`src/rtl/door_code_tx.sv`:
```
// door_code_tx
// Plays a 4-symbol button code into a door lock, one symbol per SEND state,
// separated by GAP_CYCLES idle cycles. It then waits up to TIMEOUT cycles for
// the lock's LED response and records a sticky outcome flag.
// One symbol can optionally be sent bit-inverted, so a bad code can be
// exercised deliberately.
module door_code_tx #(
  parameter int GAP_CYCLES = 2,
  parameter int TIMEOUT    = 8
) (
  input  logic       clock,
  input  logic       clear,
  input  logic       start,
  input  logic [7:0] code,
  input  logic       inject_err,
  input  logic [1:0] err_pos,
  input  logic       LED_right,
  input  logic       LED_wrong,
  output logic [2:1] bn,
  output logic       bn_valid,
  output logic [1:0] tx_index,
  output logic       busy,
  output logic       done,
  output logic       result_ok,
  output logic       result_fail,
  output logic       result_timeout
);

  // FSM encoding, kept as plain constants so older tools and scripts can match on them
  localparam logic [2:0] S_IDLE      = 3'd0;
  localparam logic [2:0] S_SEND      = 3'd1;
  localparam logic [2:0] S_GAP       = 3'd2;
  localparam logic [2:0] S_WAIT_RESP = 3'd3;
  localparam logic [2:0] S_REPORT    = 3'd4;

  // Terminal counter values. GAP_LAST is never used when GAP_CYCLES is 0,
  // because SEND then loops straight back into SEND.
  localparam logic [3:0] GAP_LAST     = 4'(GAP_CYCLES - 1);
  localparam logic [7:0] TIMEOUT_LAST = 8'(TIMEOUT - 1);

  logic [2:0] r_state;
  logic [7:0] r_code;
  logic       r_injErr;
  logic [1:0] r_errPos;
  logic [1:0] r_txIndex;
  logic [3:0] r_gapCnt;
  logic [7:0] r_waitCnt;
  logic       r_resultOk;
  logic       r_resultFail;
  logic       r_resultTimeout;

  logic [1:0] w_symbol;
  logic [1:0] w_sendSymbol;

  // Transaction sequencing. Clear has priority over everything, including a start in the same cycle.
  always_ff @(posedge clock) begin
    if (clear) begin
      r_state         <= S_IDLE;
      r_code          <= 8'h00;
      r_injErr        <= 1'b0;
      r_errPos        <= 2'd0;
      r_txIndex       <= 2'd0;
      r_gapCnt        <= 4'd0;
      r_waitCnt       <= 8'd0;
      r_resultOk      <= 1'b0;
      r_resultFail    <= 1'b0;
      r_resultTimeout <= 1'b0;
    end else begin
      case (r_state)
        S_IDLE: begin
          if (start) begin
            r_code          <= code;
            r_injErr        <= inject_err;
            r_errPos        <= err_pos;
            r_txIndex       <= 2'd0;
            r_gapCnt        <= 4'd0;
            r_waitCnt       <= 8'd0;
            r_resultOk      <= 1'b0;
            r_resultFail    <= 1'b0;
            r_resultTimeout <= 1'b0;
            r_state         <= S_SEND;
          end
        end
        S_SEND: begin
          if (r_txIndex == 2'd3) begin
            r_waitCnt <= 8'd0;
            r_state   <= S_WAIT_RESP;
          end else begin
            r_txIndex <= r_txIndex + 2'd1;
            if (GAP_CYCLES == 0) begin
              r_state <= S_SEND;
            end else begin
              r_gapCnt <= 4'd0;
              r_state  <= S_GAP;
            end
          end
        end
        S_GAP: begin
          if (r_gapCnt == GAP_LAST) begin
            r_state <= S_SEND;
          end else begin
            r_gapCnt <= r_gapCnt + 4'd1;
          end
        end
        S_WAIT_RESP: begin
          if (LED_wrong) begin
            r_resultFail <= 1'b1;
            r_state      <= S_REPORT;
          end else if (LED_right) begin
            r_resultOk <= 1'b1;
            r_state    <= S_REPORT;
          end else if (r_waitCnt == TIMEOUT_LAST) begin
            r_resultTimeout <= 1'b1;
            r_state         <= S_REPORT;
          end else begin
            r_waitCnt <= r_waitCnt + 8'd1;
          end
        end
        S_REPORT: begin
          r_state <= S_IDLE;
        end
        default: begin
          r_state <= S_IDLE;
        end
      endcase
    end
  end

  // Select the current symbol from the latched code, most significant pair first
  always_comb begin
    w_symbol = 2'b00;
    case (r_txIndex)
      2'd0:    w_symbol = r_code[7:6];
      2'd1:    w_symbol = r_code[5:4];
      2'd2:    w_symbol = r_code[3:2];
      default: w_symbol = r_code[1:0];
    endcase
  end

  // Apply the optional corruption and gate the button bus so it reads zero outside SEND
  always_comb begin
    w_sendSymbol = w_symbol;
    if (r_injErr && (r_txIndex == r_errPos)) begin
      w_sendSymbol = ~w_symbol;
    end
    bn       = (r_state == S_SEND) ? w_sendSymbol : 2'b00;
    bn_valid = (r_state == S_SEND);
  end

  assign tx_index       = r_txIndex;
  assign busy           = (r_state != S_IDLE);
  assign done           = (r_state == S_REPORT);
  assign result_ok      = r_resultOk;
  assign result_fail    = r_resultFail;
  assign result_timeout = r_resultTimeout;

endmodule

```
`config.mk`:
```
export PLATFORM = sky130hd
export DESIGN_NAME = door_code_tx
export DESIGN_NICKNAME = d
export VERILOG_FILES = /design/src/rtl/door_code_tx.sv
export SDC_FILE = /design/constraint.sdc
export NUM_CORES = 1
export LEC_CHECK = 0
export BUFFER_PORTS_ARGS = -buffer_cell sky130_fd_sc_hd__buf_2
export CORE_AREA = 5 5 54 66
export DETAILED_ROUTE_END_ITERATION = 16
export DIE_AREA = 0 0 59 71
export PLACE_DENSITY = 0.9
export SLEW_MARGIN = 10
export SYNTH_ARGS = -nofsm -noshare
export SYNTH_HDL_FRONTEND = slang
export SYNTH_SLANG_ARGS = --single-unit
```
`constraint.sdc`:
```
create_clock -name clock -period 2.7 [get_ports clock]
set_input_delay 0 -clock clock [delete_from_list [all_inputs] [get_ports clock]]
set_output_delay 0 -clock clock [all_outputs]
set_load 0.01 [all_outputs]
```
# Yosys cells after proc, flatten, opt, wreduce, memory -nomap -nowiden
# Index checks and enable logic that the tools add are counted.
# Widths: inputs -> output; s select.
# classes
div_mod_pow,0
n_addsub,3
n_mux,33
multipliers,0
bitwise_logic,1
n_lt_le_gt_ge,0
n_reduce_logical,16
shift,0
n_eq_ne,22
# ops
op,n
$mux 8,5
$pmux 8 s3,1
$ne 2x2->1 const B,10
$mux 3,5
$mux 4,3
$pmux 3 s4,1
$pmux 4 s3,1
$reduce_and 3->1,3
$reduce_bool 3->1,3
$add 8x1->8 const B,1
$eq 8x3->1 const B,1
$mux 1,8
$mux 2,4
$reduce_and 4->1,2
$eq 3x2->1 const B,2
$pmux 1 s2,3
$pmux 2 s3,1
$reduce_and 6->1,1
$reduce_and 5->1,1
$add 4x1->4 const B,1
$eq 2x2->1 const B,2
$eq 4x1->1 const B,1
$ne 4x4->1 const B,1
$pmux 2 s2,1
12 further kinds,13
# totals
input_bits,16
out_inout_bits,10
word_cells,85
latch_bits,0
mem_count,0
ramBits,0
reg_bits,31
romBits,0

# Depth between registers and ports, before layout
# logic_depth
word_depth,5
ltp_mapped,7

# Worst setup path before layout
# OpenSTA, ideal clock, no wires.
# synth_timing
path_type,reg2reg
start,"register r_txIndex[0], in the netlist tx_index[0]"
end,register r_waitCnt[0]
setup_ps,114
stages_incl_launch_ff,8
setup_slack_ps,1043
path_buffers,1
required_ps,2586
arrival_ps,1543
cell_sequence,dfxtp_1 -> ha_1 -> buf_2 -> mux2i_1 -> o21ai_1 -> and2_1 -> o22ai_2 -> a21o_1
# synth_via
elab_chain_cells,3
# synth_lines
item,line_no,rtl
"start, declared",45,logic [1:0] r_txIndex;
"start signal, assigned",89,r_txIndex <= r_txIndex + 2'd1;
$eq 2x2->1,85,if (r_txIndex == 2'd3) begin
$ne 2x1->1 (no line),--,
$reduce_and 6->1 (no line),--,
"end signal, assigned",116,r_waitCnt <= r_waitCnt + 8'd1;
"end, declared",47,logic [7:0] r_waitCnt;
# No other way between the ends.
# A chain may end at the register's enable or synchronous reset.

# Worst setup path after layout
# layout_timing
start,"register r_txIndex[0], in the netlist tx_index[0]"
end,output bn[1] in the netlist's numbering
# layout_via
elab_chain_cells,5
word_cells_on_any_way,9
cone_classes,eq/ne (3); mux (3); bitwise (1); reduce/logical (2)
# layout_lines
item,line_no,rtl
"$eq 2x2->1, or another cell as far along",132,case (r_txIndex)
$pmux 2 s3,132,
$not 2->2,144,w_sendSymbol = ~w_symbol;
$mux 2 (*),143,if (r_injErr && (r_txIndex == r_errPos)) begin
$mux 2 (*),146,bn = (r_state == S_SEND) ? w_sendSymbol : 2'b00;
"end, declared",19,"output logic [2:1] bn,"
# Mark *: on every way between the ends. The rest lies on a longest branch, timed or not.

==> out/results.ini <==
[clocking]
cts_resized=0
ctsHtreeMaxLevel=2
tritoncts=yes
numClockSinks=31
clockBufferDepth=2
postCtsSetupBuffers=0
hold_buffers=12
cts_buffers=5
path_clk_slew_ns=0.10
insertion_delay_ns=0.33
cts_root_buf=clkbuf_4

[sta]
fin_skew_ns=0.01127
tightest_slew_ns=0.6197
period_minus_slack_ns=2.047
finalCritPeriodShare_pct=75.82
slew_violations=0
hold_viol=0
relSlewSlack_pct=58.14
fmax_ghz=0.4885
setup_tns_ns=0
rsz0062_at_grt=false
setup_viol_count_final=0

[grt]
met1_usage_pct=22.30
use_met2_pct=35.75
antenna_found_initial=0
grt.busiest_layer=met2
grt_use_met3_pct=4.562
first_global_vias=1557
grtUsageTotal_pct=20.53
grt_pass1_wl_um=6727
grt_max_degree=24
grt-ovfl-total=0

[synthesis]
synth_flop_cell=dfxtp_1
synth.area.top_cells=dfxtp_1, nand2_1, a21oi_1
ys_seq_elements=31
synthDistinctLibCells=43
yosysTopAreaCell=dfxtp_1
synth_nets=219
async_flop_share_pct=0
synth.top_cell.area_share_pct=38.60
synth_area_per_cell_um2=8.203
ys_seq_area_share_pct=38.60
synth_edf_count=0
yosys_warnings=0
synth.cell_area_um2=1608
syn_inst=196

[placement]
io_buffers=25
place_hpwl_um=2761
gp_congestion=0.9371

[final_layout]
mostFrequentLayoutCells=dfxtp_1, nand2_1, buf_2
final_util_pct=65.82
n_fill_cell=239
antenna_cells=0
final_nets=256
final_common_cell=dfxtp_1
syn_to_final_growth_pct=19.46
drive_gt1_share_pct=16.74

[die]
die_w_um=59
die_area_um2=4189
initial_utilization_pct=55.10
core_um2=2918
ios=26
dieHeight_um=71
num_rows=22

[drt]
drc=0
num_vias=1559
dr.pass1.iters=5
wirelength_um=3955
wl_per_cell_um=14.70
antenna_left=0
first_iter_violations=110
avgViaCountPerCell=5.796

[critical_path]
cp-start-kind=flip-flop
end_kind=output pin
path_class=flip-flop to output pin
required_ns=2.70
worstPathMaxFanout=7
r2r_cells=6
cp_data_arrival_time_ns=2.05

[min_path]
hold_path_depth=3
hold_path_class=primary input to flip-flop

[power]
vdd_ir_drop_max_mv=0.3958
power_density_nw_per_um2=523.5
p_leak_nw=0.8077

[run_status]
status=complete, no violations

[job]
max_cap_violations=0

-- synthesized netlist by cell type (2+ instances only) --
library cell,number
dfxtp_1,31
nand2_1,29
a21oi_1,21
nor2_1,17
o21ai_0,11
inv_1,10
nand3_1,8
ha_1,7
and3_1,5
nor3_1,5
clkbuf_1,3
nor2b_1,3
o22a_1,3
xnor2_1,3
xor2_1,3
a222oi_1,2
and2_1,2
buf_2,2
buf_4,2
nand2b_1,2
nand3b_1,2
nand4_1,2
nor4b_4,2
or3_1,2
-- layer usage --
metal,wire length [um],vias to the layer above
li1,-,762
met1,1604,727
met2,1995,61
met3,266,9
met4,89,0
met5,0,-
-- layout make-up --
class                   instances  area, um2  area share (%)
clock inverters                 1      5.005          0.2606
clock buffers                   6      51.30           2.671
inverters                      10      37.54           1.954
multi-input cells             147      908.4           47.30
flip-flops and latches         31      620.6           32.31
well taps                      36      45.04           2.345
repair buffers                 38      252.7           13.16
-- critical path, cell delays in order (launching register included) --
cell	delay (ns)
dfxtp_1	0.46
inv_1	0.10
ha_1	0.23
a222oi_1	0.34
o21ai_0	0.16
xor2_1	0.17
nor2_1	0.11
buf_2	0.15
-- cell families (layout without fill, tap and decap cells) --
family | Yosys count | in the layout | synth area share (%)
xor gates and xnor gates | 6 | 6 | 3.269
and+or+nand+nor | 84 | 84 | 27.70
DFF | 31 | 31 | 38.60
adders and majority gates | 7 | 7 | 5.447
AOI/OAI and AO/OA | 49 | 49 | 19.46
buffers and inverters | 18 | 55 | 4.902
muxes | 1 | 1 | 0.6226
-- state kept, by name, indices dropped and copies added (netlist names) --
| signal | flops |
|---|---|
| r_injErr | 1 |
| result_ok | 1 |
| r_code | 8 |
| r_waitCnt | 8 |
| result_timeout | 1 |
| r_errPos | 2 |
| r_state | 3 |
| tx_index | 2 |
| result_fail | 1 |
| r_gapCnt | 4 |
-- stage by stage --
step	std cells	hold slack [ns]	area, um2	setup slack, ns	power [mW]
2_1_floorplan	196	0.1360	1608	1.043	0.6696
3_3_place_gp	250	0.2440	1744	0.9511	0.7194
3_5_place_dp	250	0.2507	1744	0.8707	0.7251
4_1_cts	269	0.01818	1921	0.6493	1.008
5_1_grt	269	0.06229	1921	0.5501	1.057
6_report	269	0.03597	1921	0.6529	1.005
-- report_power, final --
| part | total [mW] | internal [mW] | switching [mW] |
|---|---|---|---|
| registers | 0.518 | 0.483 | 0.0351 |
| logic | 0.214 | 0.0949 | 0.119 |
| clock network | 0.274 | 0.120 | 0.153 |
-- final timing paths --
check / startpoint / end / slack (ns)
min reg2reg: r_code[2] / r_code[2] / 0.46
min: LED_right / result_ok / 0.04
max reg2reg: tx_index[0] / r_waitCnt[6] / 0.83
max: tx_index[0] / bn[1] / 0.65
Note: power is estimated with default switching activity, not from simulation.
